$ cat src/rtl/hand_track_pkg.sv
// Shared types, widths and default tuning constants for the player-2 hand tracker.
package hand_track_pkg;

   typedef enum logic [2:0] {
      S_IDLE,
      S_DIV_X,
      S_DIV_Y,
      S_FILTER,
      S_LOST
   } state_t;

   localparam int SUM_X_W    = 31;
   localparam int SUM_Y_W    = 30;
   localparam int CNT_W      = 20;
   localparam int DIV_CYCLES = 31;
   localparam int QX_W       = 11;
   localparam int QY_W       = 10;

   localparam int MIN_PIXELS_DEF  = 64;
   localparam int CLOSED_AREA_DEF = 2000;
   localparam int DEBOUNCE_DEF    = 3;
   localparam int LOST_FRAMES_DEF = 3;
   localparam int ALPHA_SHIFT_DEF = 2;
   localparam int HALF_W_DEF      = 32;

   // Exponential smoothing step; the shift is arithmetic, so negative moves round toward -inf.
   function automatic logic [10:0] smooth(input logic [10:0] c, input logic [10:0] m,
                                          input logic first, input int shift);
      logic signed [11:0] d;
      d = $signed({1'b0, m}) - $signed({1'b0, c});
      d = d >>> shift;
      return first ? m : c + d[10:0];
   endfunction

   function automatic logic [15:0] top_left(input logic [10:0] c, input int half);
      return (int'(c) > half) ? 16'(int'(c) - half) : 16'd0;
   endfunction

endpackage

$ cat src/rtl/seq_divider.sv
// Restoring divider, one quotient bit per cycle. The first bit is resolved on the start edge,
// so done rises DIV_CYCLES-1 cycles after start and the quotient holds until the next start.
module seq_divider
   import hand_track_pkg::*;
(
   input  logic               clk,
   input  logic               reset_n,
   input  logic               start,
   input  logic [SUM_X_W-1:0] dividend,
   input  logic [CNT_W-1:0]   divisor,
   output logic               done,
   output logic [QX_W-1:0]    quotient
);

   logic [CNT_W-1:0]   rem, src_rem, nxt_rem, dvs, src_dvs;
   logic [SUM_X_W-1:0] quo, src_quo, nxt_quo;
   logic [CNT_W:0]     trial;
   logic               ge;
   logic [4:0]         steps;

   always_comb begin
      src_rem = start ? '0 : rem;
      src_quo = start ? dividend : quo;
      src_dvs = start ? divisor : dvs;
      trial   = {src_rem, src_quo[SUM_X_W-1]};
      ge      = (trial >= {1'b0, src_dvs});
      nxt_rem = ge ? (trial[CNT_W-1:0] - src_dvs) : trial[CNT_W-1:0];
      nxt_quo = {src_quo[SUM_X_W-2:0], ge};
   end

   always_ff @(posedge clk or negedge reset_n) begin
      if (!reset_n) begin
         rem   <= '0;
         quo   <= '0;
         dvs   <= '0;
         steps <= '0;
      end else if (start) begin
         rem   <= nxt_rem;
         quo   <= nxt_quo;
         dvs   <= divisor;
         steps <= 5'(DIV_CYCLES - 1);
      end else if (steps != 5'd0) begin
         rem   <= nxt_rem;
         quo   <= nxt_quo;
         steps <= steps - 5'd1;
      end
   end

   assign done     = (steps == 5'd0);
   assign quotient = quo[QX_W-1:0];

endmodule

$ cat src/rtl/hand_tracker_p2.sv
// Per-frame hand centroid/area tracker feeding the player-2 sprite draw stage.
// state    | meaning
// IDLE     | accumulating hits, waiting for frame_start
// DIV_X    | dividing x sum by hit count
// DIV_Y    | dividing y sum by hit count
// FILTER   | smoothing, debounce, output refresh
// LOST     | frame too small, advance lost counter
module hand_tracker_p2
   import hand_track_pkg::*;
#(
   parameter int MIN_PIXELS  = MIN_PIXELS_DEF,
   parameter int CLOSED_AREA = CLOSED_AREA_DEF,
   parameter int DEBOUNCE    = DEBOUNCE_DEF,
   parameter int LOST_FRAMES = LOST_FRAMES_DEF,
   parameter int ALPHA_SHIFT = ALPHA_SHIFT_DEF,
   parameter int HALF_W      = HALF_W_DEF
) (
   input  logic        clk,
   input  logic        reset_n,
   input  logic        frame_start,
   input  logic        det_valid,
   input  logic [10:0] det_x,
   input  logic [9:0]  det_y,
   output logic [15:0] x,
   output logic [15:0] y,
   output logic        closed,
   output logic        present,
   output logic        update
);

   state_t             state, state_nxt;
   logic [SUM_X_W-1:0] sum_x, div_dividend;
   logic [SUM_Y_W-1:0] sum_y, snap_y;
   logic [CNT_W-1:0]   cnt, snap_cnt, div_divisor;
   logic               div_start, div_done;
   logic [QX_W-1:0]    div_q, mx_q, my, cx, cy, cx_nxt, cy_nxt;
   logic               fix, first, vote;
   logic [3:0]         lost_cnt, lost_nxt, agree;

   // The x sum is captured by the divider itself on the frame edge; only y and cnt need a snapshot.
   seq_divider u_div (
      .clk      (clk),
      .reset_n  (reset_n),
      .start    (div_start),
      .dividend (div_dividend),
      .divisor  (div_divisor),
      .done     (div_done),
      .quotient (div_q)
   );

   always_ff @(posedge clk or negedge reset_n) begin
      if (!reset_n) state <= S_IDLE;
      else          state <= state_nxt;
   end

   always_comb begin
      state_nxt    = state;
      div_start    = 1'b0;
      div_dividend = sum_x;
      div_divisor  = cnt;
      case (state)
         S_IDLE: begin
            if (frame_start) begin
               if (cnt >= CNT_W'(MIN_PIXELS)) begin
                  state_nxt = S_DIV_X;
                  div_start = 1'b1;
               end else begin
                  state_nxt = S_LOST;
               end
            end
         end
         S_DIV_X: begin
            if (div_done) begin
               state_nxt    = S_DIV_Y;
               div_start    = 1'b1;
               div_dividend = {1'b0, snap_y};
               div_divisor  = snap_cnt;
            end
         end
         S_DIV_Y:  if (div_done) state_nxt = S_FILTER;
         S_FILTER: state_nxt = S_IDLE;
         S_LOST:   state_nxt = S_IDLE;
         default:  state_nxt = S_IDLE;
      endcase
   end

   always_comb begin
      my       = {1'b0, div_q[QY_W-1:0]};
      first    = !fix || !present;
      cx_nxt   = smooth(cx, mx_q, first, ALPHA_SHIFT);
      cy_nxt   = smooth(cy, my, first, ALPHA_SHIFT);
      vote     = (snap_cnt < CNT_W'(CLOSED_AREA));
      lost_nxt = (lost_cnt >= 4'(LOST_FRAMES)) ? lost_cnt : lost_cnt + 4'd1;
   end

   always_ff @(posedge clk or negedge reset_n) begin
      if (!reset_n) begin
         sum_x    <= '0;
         sum_y    <= '0;
         cnt      <= '0;
         snap_y   <= '0;
         snap_cnt <= '0;
         mx_q     <= '0;
         cx       <= '0;
         cy       <= '0;
         fix      <= 1'b0;
         lost_cnt <= '0;
         agree    <= '0;
         x        <= '0;
         y        <= '0;
         closed   <= 1'b0;
         present  <= 1'b0;
         update   <= 1'b0;
      end else begin
         update <= 1'b0;
         // A hit on the frame_start cycle already belongs to the new frame.
         if (frame_start) begin
            sum_x <= det_valid ? SUM_X_W'(det_x) : '0;
            sum_y <= det_valid ? SUM_Y_W'(det_y) : '0;
            cnt   <= det_valid ? CNT_W'(1) : '0;
         end else if (det_valid) begin
            sum_x <= sum_x + SUM_X_W'(det_x);
            sum_y <= sum_y + SUM_Y_W'(det_y);
            cnt   <= cnt + CNT_W'(1);
         end
         if (state == S_IDLE && frame_start) begin
            snap_y   <= sum_y;
            snap_cnt <= cnt;
         end
         if (state == S_DIV_X && div_done) mx_q <= div_q;
         if (state == S_FILTER) begin
            cx       <= cx_nxt;
            cy       <= cy_nxt;
            fix      <= 1'b1;
            x        <= top_left(cx_nxt, HALF_W);
            y        <= top_left(cy_nxt, HALF_W);
            present  <= 1'b1;
            lost_cnt <= '0;
            update   <= 1'b1;
            if (vote != closed) begin
               if (agree + 4'd1 == 4'(DEBOUNCE)) begin
                  closed <= ~closed;
                  agree  <= '0;
               end else begin
                  agree <= agree + 4'd1;
               end
            end else begin
               agree <= '0;
            end
         end
         if (state == S_LOST) begin
            lost_cnt <= lost_nxt;
            if (lost_nxt == 4'(LOST_FRAMES)) present <= 1'b0;
            update <= 1'b1;
         end
      end
   end

endmodule

$ cat config.mk
export PLATFORM = sky130hd
export DESIGN_NAME = hand_tracker_p2
export DESIGN_NICKNAME = d
export VERILOG_FILES = /design/src/rtl/hand_track_pkg.sv /design/src/rtl/seq_divider.sv /design/src/rtl/hand_tracker_p2.sv
export SDC_FILE = /design/constraint.sdc
export NUM_CORES = 1
export LEC_CHECK = 0
export CORE_UTILIZATION = 55
export CTS_BUF_LIST = sky130_fd_sc_hd__clkbuf_2 sky130_fd_sc_hd__clkbuf_4 sky130_fd_sc_hd__clkbuf_8
export CTS_CLUSTER_SIZE = 25
export DETAILED_ROUTE_END_ITERATION = 8
export HOLD_SLACK_MARGIN = 0.02
export PLACE_DENSITY = 0.72
export REMOVE_ABC_BUFFERS = 1
export SLEW_MARGIN = 20
export SYNTH_ARGS = -nofsm -noshare
export SYNTH_HDL_FRONTEND = slang
export SYNTH_SLANG_ARGS = --single-unit
$ cat constraint.sdc
create_clock -name clk -period 8.3 [get_ports clk]
set_clock_uncertainty 0.15 [all_clocks]
set_input_delay 2.075 -clock clk [delete_from_list [all_inputs] [get_ports clk]]
set_output_delay 2.075 -clock clk [all_outputs]
set_load 0.05 [all_outputs]
==> results.cfg, run 1 <==
[job]
maxCapViolations = 0

[global_routing]
track_usage_pct = 26.7
grt_overflow = 0
antenna_found_initial = 0
grt_max_degree = 177
grt_pass1_wl_um = 66000
grt_pass1_vias = 13000

[clock_tree]
cts_setup_buffers = 0
cts_root_buf = clkbuf_8
postCtsHoldBufs = 0
clkTransAtPathRegs_ns = 0.06
htreeDepth = 2
cts_made_buffers = 48
cts_sinks = 279
clock_latency_ns = 0.58
ctsResizeCount = 0
ctsLongestPathBuffers = 3
tritoncts = yes

[yosys]
synth.most_common_cell = nand2_1
synth.top_cells.by_count = 334 x nand2_1, 279 x dfrtp_1, 202 x nor2_1
ys_seq_elements = 279
synth_area_um2 = 16300
yosysSeqAreaShare_pct = 43.0
synth_ff_type = dfrtp_1
yosys_warnings = 0
yosysTopAreaCell = dfrtp_1
synth_top_cell_area_share_pct = 43.0
async_reset_ff_share_pct = 100
synth_edf_count = 0
synth_area_per_cell_um2 = 8.75
synth_cells = 1858
yosysUniqueCellTypes = 75
synthTopCellsByArea = dfrtp_1 43%, nand2_1 7.7%, ha_1 6.7%

[die]
dieHeight_um = 174
fp.coreArea_um2 = 28900
die-width_um = 174
start_util_pct = 56.3
num_rows = 62
ioPinCount = 60
die-area_um2 = 30200

[final_layout]
antenna_cells = 0
fin_util_pct = 63.2
layout-drive-gt1-share_pct = 6.76
syn_to_final_growth_pct = 12.2
fin_area_um2 = 18200
fin_nets = 2016
fillers = 2509

[setup_path]
crit_type = in -> reg
cp-end-kind = flop
slowest_delay_ns = 0.72
required_ns = 8.64
cp_cell_sequence = buf_2 > inv_1 > nor4_4 > buf_4 > a21oi_2 > and2_1 > ha_1 > a21oi_1 > nand2_1 > maj3_1 > a221oi_2 > o21ba_1 > o21a_1 > o211a_1 > buf_4 > and2_1 > a21oi_1 > o21ai_1
critical_path.top_delay_family = compound AO/OA/AOI/OAI gates
arrival_ns = 6.89
slowest_stage = o211a_1
path_max_fanout = 45
worstSetupStartpointType = primary input
crit_buf_inv = 4

[routing]
routed_wl_um = 39300
antenna_left = 0
drcViolationCount = 0
vias = 13300
vias_per_cell = 5.75
wl_per_cell_um = 16.9
drt-pass1-iter-count = 5
drtIter0Drc = 1115

[timing]
final_hold_viol_count = 0
post-route-min-period_ns = 6.55
drv_slew = 0
fmax_ghz = 0.153
finalSetupViolCount = 0
rsz0062_at_grt = false
maxSlewHeadroom_pct = 30.3
fin_crit_sh_pct = 78.9
holdWs_ns = 0.327
worstMarginPinSlew_ns = 1.05

[outcome]
status = completed

[placed_design]
portBuffers = 59
postPlaceCellArea_um2 = 17100
hpwl_um = 26800
globalplace.congestion = 0.908

[power]
power.total_uw = 3130
leakage_uw = 0.00884
power_per_cell_area_nw_per_um2 = 172
peakVddDrop_uv = 132

[min_path]
hp-class = reg -> reg
==> stage by stage <==
| step | setup TNS (ns) | setup WS (ns) | instances |
|---|---|---|---|
| 2_1_floorplan | -0.398 | -0.119 | 1771 |
| 3_3_place_gp | 0 | 1.38 | 2233 |
| 3_5_place_dp | 0 | 1.19 | 2233 |
| 4_1_cts | 0 | 1.77 | 2321 |
| 5_1_grt | 0 | 1.40 | 2321 |
| 6_report | 0 | 1.75 | 2321 |
==> path summary, 6_finish.rpt <==
kind | startpoint | end | slack (ns) | cells past startpoint
max | frame_start | u_div.rem[2] | 1.75 | 18
min | snap_y[9] | snap_y[9] | 0.33 | 2
max reg2reg | cnt[7] | u_div.rem[2] | 2.53 | 17
min reg2reg | snap_y[9] | snap_y[9] | 0.33 | 2
max in group asynchronous | reset_n | u_div.rem[3] | 5.17 | 2
min in group asynchronous | reset_n | y[9] | 1.35 | 1
==> power by group <==
| group | switching [uW] | internal, uW | total [uW] |
|---|---|---|---|
| clock network | 574 | 832 | 1410 |
| registers | 39.5 | 1400 | 1440 |
| logic | 171 | 112 | 283 |
| total | 785 | 2340 | 3130 |
==> cells by family (layout without fill, tap and decap cells) <==
group           Yosys count  after routing  share of synthesized area [%]
buf+inv                 169            248                           4.19
fa+ha+maj                95             95                           7.50
xor+xnor                122            122                           6.57
compound gates          428            428                           17.0
simple gates            737            737                           20.0
flops                   279            279                           43.0
mux                      28             28                           1.75
==> cells in the final DEF (no fill, tap or decap), types with 31 or more instances in the layout <==
cell,netlist,final
ha_1,87,87
clkbuf_8,0,67
nand3_1,35,35
inv_1,82,82
dfrtp_1,279,279
clkdlybuf4s50_1,0,57
o21ai_0,99,99
and2_1,31,31
a21oi_1,136,136
nor2_1,202,201
xnor2_1,65,65
a21o_1,42,42
nand2_1,334,332
xor2_1,57,57
==> layout make-up <==
| type | instances | area (um^2) | share of cell area, % |
|---|---|---|---|
| Clock inverter | 10 | 115 | 0.631 |
| Sequential cell | 279 | 6980 | 38.3 |
| Timing Repair Buffer | 78 | 746 | 4.09 |
| Multi-Input combinational cell | 1410 | 8600 | 47.2 |
| Inverter | 82 | 308 | 1.69 |
| Clock buffer | 78 | 1000 | 5.51 |
| Tap cell | 384 | 480 | 2.63 |
==> tightest hold or removal path, cell delays in order (launching register included) <==
cell and delay (ns):
dfrtp_1 0.34, nand2_1 0.05, nand2_1 0.05
==> registers in the layout (all words and copies together), names as in the netlist, 12 cells and up <==
name       flops
u_div.rem     20
snap_y        30
u_div.dvs     20
sum_y         30
u_div.quo     31
y             12
cnt           20
snap_cnt      20
x             12
sum_x         31
==> per-layer routing <==
layer	up-vias	track usage, %	routed length [um]
li1	6447	-	-
met1	6488	38.0	18400
met2	343	42.6	17900
met3	66	3.85	2140
met4	0	7.42	860
met5	-	0	0
Power figures use the tool's default switching activity.
==> run 2: changes to the inputs <==
PLACE_DENSITY = 0.75   (was 0.72)
clock period = 5.89 ns   (was 8.3 ns; I/O delays follow)
==> results.cfg, run 2 (synthesis results as in run 1) <==
[timing]
fin_crit_sh_pct = 86.5
holdWs_ns = 0.326
post-route-min-period_ns = 5.09
drv_slew = 0
final_hold_viol_count = 0
setup_ws_ns = 0.796
rsz0062_at_grt = false
maxSlewHeadroom_pct = 39.0
fmax_ghz = 0.196
worstMarginPinSlew_ns = 0.914
finalSetupViolCount = 0

[die]
die-width_um = 174
num_rows = 62
start_util_pct = 56.3
die-area_um2 = 30200
ioPinCount = 60
dieHeight_um = 174
fp.coreArea_um2 = 28900

[min_path]
hp-class = reg -> reg
hold_path_startpoint = snap_y[14]
whs_path_depth = 2
holdPathEnd = snap_y[14]

[placed_design]
hpwl_um = 26000
dp_slack_ns = 0.229
globalplace.congestion = 0.962
portBuffers = 59

[power]
power_frac_seq_pct = 45.6
switching_power_uw = 1130
internal-power_uw = 3320
power_per_cell_area_nw_per_um2 = 243
leakage_uw = 0.00887
sw_frac_of_total_pct = 25.3
peakVddDrop_uv = 165
clock_power_share_pct = 45.6
p_comb_share_pct = 8.8

[clock_tree]
tritoncts = yes
cts_setup_buffers = 0
ctsLongestPathBuffers = 3
cts_made_buffers = 49
postCtsHoldBufs = 0
clkTransAtPathRegs_ns = 0.06
cts_root_buf = clkbuf_8
ctsResizeCount = 0
htreeDepth = 2
cts_sinks = 279
clock_latency_ns = 0.59

[setup_path]
crit_type = in -> reg
worstReg2RegEnd = u_div.rem[12]
ff2ff_setup_slack_ns = 0.88
cp-end-kind = flop
required_ns = 6.18
path_max_fanout = 45
worstSetupStartpointType = primary input
arrival_ns = 5.39
reg2regPathDepth = 19
reg2reg_from = cnt[16]

[routing]
vias_per_cell = 5.67
drtIter0Drc = 959
routed_wl_um = 38000
wl_per_cell_um = 16.3
antenna_left = 0
drcViolationCount = 0
vias = 13200
drt-pass1-iter-count = 5

[global_routing]
grt_pass1_vias = 13200
antenna_found_initial = 0
grt_overflow = 0
grt_pass1_wl_um = 64700
track_usage_pct = 26.0
grt_max_degree = 112

[final_layout]
syn_to_final_growth_pct = 12.5
layout_commonest_cell = nand2_1
reg_top3 = sum_x x31, u_div.quo x31
antenna_cells = 0
layout-drive-gt1-share_pct = 7.05
final_cell_mix = 332 x nand2_1, 279 x dfrtp_1, 201 x nor2_1
fin_nets = 2021

[job]
maxCapViolations = 0

[outcome]
status = completed
run 2: cell count changes in the layout (fill, tap and decap cells not counted):
cell	previous run	this run
buf_12	1	2
buf_4	18	21
bufinv_16	2	4
clkbuf_8	67	61
clkinv_2	4	11
inv_6	1	0
run 2: worst max-delay path by stage:
stage	from	cells past startpoint	to
floorplan	frame_start	15	u_div.rem[0]
global placement	frame_start	17	u_div.rem[19]
detailed placement	frame_start	18	u_div.rem[14]
CTS	frame_start	17	u_div.rem[14]
global route	frame_start	19	u_div.rem[2]
finish	frame_start	17	u_div.rem[1]
run 2: area by class of cell:
cell class	instances	area [um^2]
Tap cell	384	480
Sequential cell	279	6980
Fill cell	2495	10600
Clock buffer	72	922
Clock inverter	18	201
Inverter	82	308
Multi-Input combinational cell	1410	8600
Timing Repair Buffer	82	788
run 2: per-layer routing:
metal,wire length (um),vias to the layer above,track usage (%)
met4,950,0,8.95
li1,-,6489,-
met2,18200,286,43.5
met3,1540,69,3.74
met1,17400,6350,34.6
met5,0,-,0
run 2: through the flow:
| stage | utilization, % | setup TNS (ns) | instances | power, uW | instance area, um^2 |
|---|---|---|---|---|---|
| final | 63.4 | 0 | 2327 | 4440 | 18300 |
| after global routing | 63.4 | 0 | 2327 | 4630 | 18300 |
| after CTS | 63.4 | 0 | 2327 | 4490 | 18300 |
| after detailed placement | 59.5 | 0 | 2237 | 2450 | 17200 |
| after global placement | 59.5 | 0 | 2237 | 2430 | 17200 |
| after floorplan | - | -40.05 | 1771 | 2290 | 15900 |
run 2: power by group through the flow:
stage | Clock (uW) | Sequential, uW | Combinational [uW]
CTS | 2070 | 2020 | 395
finish | 2030 | 2030 | 393
floorplan | 0 | 2050 | 249
global route | 2150 | 2030 | 446
detailed placement | 0 | 2060 | 392
global placement | 0 | 2060 | 375
run 2: critical path, stage by stage:
cell and delay (ns):
buf_2 0.12, inv_1 0.09, nor4_4 0.31, buf_4 0.49, a21oi_2 0.12, and2_1 0.19
ha_1 0.34, a21oi_1 0.16, nand2_1 0.15, maj3_1 0.41, a221oi_2 0.28, o21ba_1 0.20
o21a_1 0.20, o211a_1 0.28, buf_12 0.20, or2_1 0.25, o22ai_1 0.10
==> run 3: changes to the inputs <==
CORE_UTILIZATION = 50   (was 55)
PLACE_DENSITY = 0.69   (was 0.75)
==> results.cfg, run 3 (synthesis results as in run 1) <==
[timing]
final_hold_viol_count = 0
worstMarginPinSlew_ns = 0.985
rsz0062_at_grt = false
maxSlewHeadroom_pct = 34.1
post-route-min-period_ns = 5.20
finalSetupViolCount = 0
fin_crit_sh_pct = 88.3
setup_ws_ns = 0.691
fmax_ghz = 0.192
drv_slew = 0

[final_layout]
fin_util_pct = 57.7
syn_to_final_growth_pct = 12.9
layout_commonest_cell = nand2_1
layout-drive-gt1-share_pct = 7.15
reg_top3 = sum_x x31, u_div.quo x31
final_cell_mix = 332 x nand2_1, 279 x dfrtp_1, 201 x nor2_1
fin_nets = 2026

[min_path]
holdPathEnd = snap_y[26]
hp-class = reg -> reg
hold_path_startpoint = snap_y[26]
whs_path_depth = 2

[die]
die-width_um = 182
fp.coreArea_um2 = 31800
start_util_pct = 51.1
num_rows = 65
ioPinCount = 60
dieHeight_um = 182
die-area_um2 = 33200

[global_routing]
grt_pass1_vias = 13000
track_usage_pct = 23.8
grt_max_degree = 104
grt_overflow = 0
antenna_found_initial = 1
grt_pass1_wl_um = 64800

[power]
leakage_uw = 0.00888
power_per_cell_area_nw_per_um2 = 238
peakVddDrop_uv = 164

[clock_tree]
tritoncts = yes
cts_setup_buffers = 0
clock_latency_ns = 0.59
cts_root_buf = clkbuf_8
postCtsHoldBufs = 0
ctsResizeCount = 0
clkTransAtPathRegs_ns = 0.06
ctsLongestPathBuffers = 3
cts_sinks = 279
htreeDepth = 2
cts_made_buffers = 49

[setup_path]
worstReg2RegEnd = u_div.rem[0]
crit_type = in -> reg
required_ns = 6.24
reg2reg_from = u_div.steps[0]
path_max_fanout = 33
ff2ff_setup_slack_ns = 0.97
arrival_ns = 5.55
reg2regPathDepth = 19
worstSetupStartpointType = primary input
cp-end-kind = flop

[routing]
drcViolationCount = 0
wl_per_cell_um = 16.2
vias_per_cell = 5.52
vias = 13200
drtIter0Drc = 843
antenna_left = 0
drt-pass1-iter-count = 5
routed_wl_um = 38500

[placed_design]
hpwl_um = 26500
dp_slack_ns = 0.166
globalplace.congestion = 0.905
portBuffers = 59

[job]
maxCapViolations = 0

[outcome]
status = completed
-- run 3: per-stage QoR --
step                hold WS (ns)  cell area [um^2]  setup TNS [ns]  instances  total power, uW
floorplan                  0.296             15900          -40.05       1771             2290
global placement           0.311             17300               0       2293             2430
CTS                        0.329             18300               0       2380             4420
detailed placement         0.316             17300               0       2293             2450
finish                     0.325             18300               0       2381             4360
global route               0.341             18300               0       2381             4570
-- run 3: routing by layer --
layer / vias up / global-route usage (%) / wire length [um]
li1: 6471 / - / -
met1: 6340 / 31.4 / 17600
met2: 268 / 40.1 / 18200
met3: 74 / 3.21 / 1550
met4: 0 / 8.87 / 1080
met5: - / 0 / 0
-- run 3: worst max path at each step --
| stage | from | endpoint | slack, ns | cells past startpoint |
|---|---|---|---|---|
| after floorplan | frame_start | u_div.rem[0] | -1.93 | 15 |
| after global placement | frame_start | u_div.rem[0] | 0.29 | 17 |
| after detailed placement | frame_start | u_div.rem[0] | 0.17 | 17 |
| after CTS | frame_start | u_div.rem[0] | 0.78 | 17 |
| after global routing | frame_start | u_div.rem[0] | 0.38 | 17 |
| final | frame_start | u_div.rem[0] | 0.69 | 17 |
-- run 3: critical path, cell delays in order --
cell and delay, ns:
buf_2 0.13, inv_1 0.09, nor4_4 0.44, nand2_2 0.19, mux2i_1 0.16, a21o_1 0.20
ha_1 0.37, a21oi_1 0.16, nand2_1 0.15, maj3_1 0.42, a221oi_2 0.32, o21ba_1 0.21
o21a_1 0.21, o211a_1 0.20, buf_4 0.32, mux2_1 0.36, a21oi_1 0.15
-- run 3: final cells by class --
cell class                      count  area, um^2
Antenna cell                        1        2.50
Clock buffer                       79         981
Clock inverter                      8         100
Fill cell                        2855       13500
Inverter                           82         308
Multi-Input combinational cell   1410        8600
Sequential cell                   279        6980
Tap cell                          435         544
Timing Repair Buffer               87         826
-- run 3: power breakdown --
part | internal [uW] | total (uW) | switching [uW]
logic | 159 | 391 | 232
registers | 1980 | 2030 | 51.8
clock network | 1140 | 1940 | 803
total | 3270 | 4360 | 1090
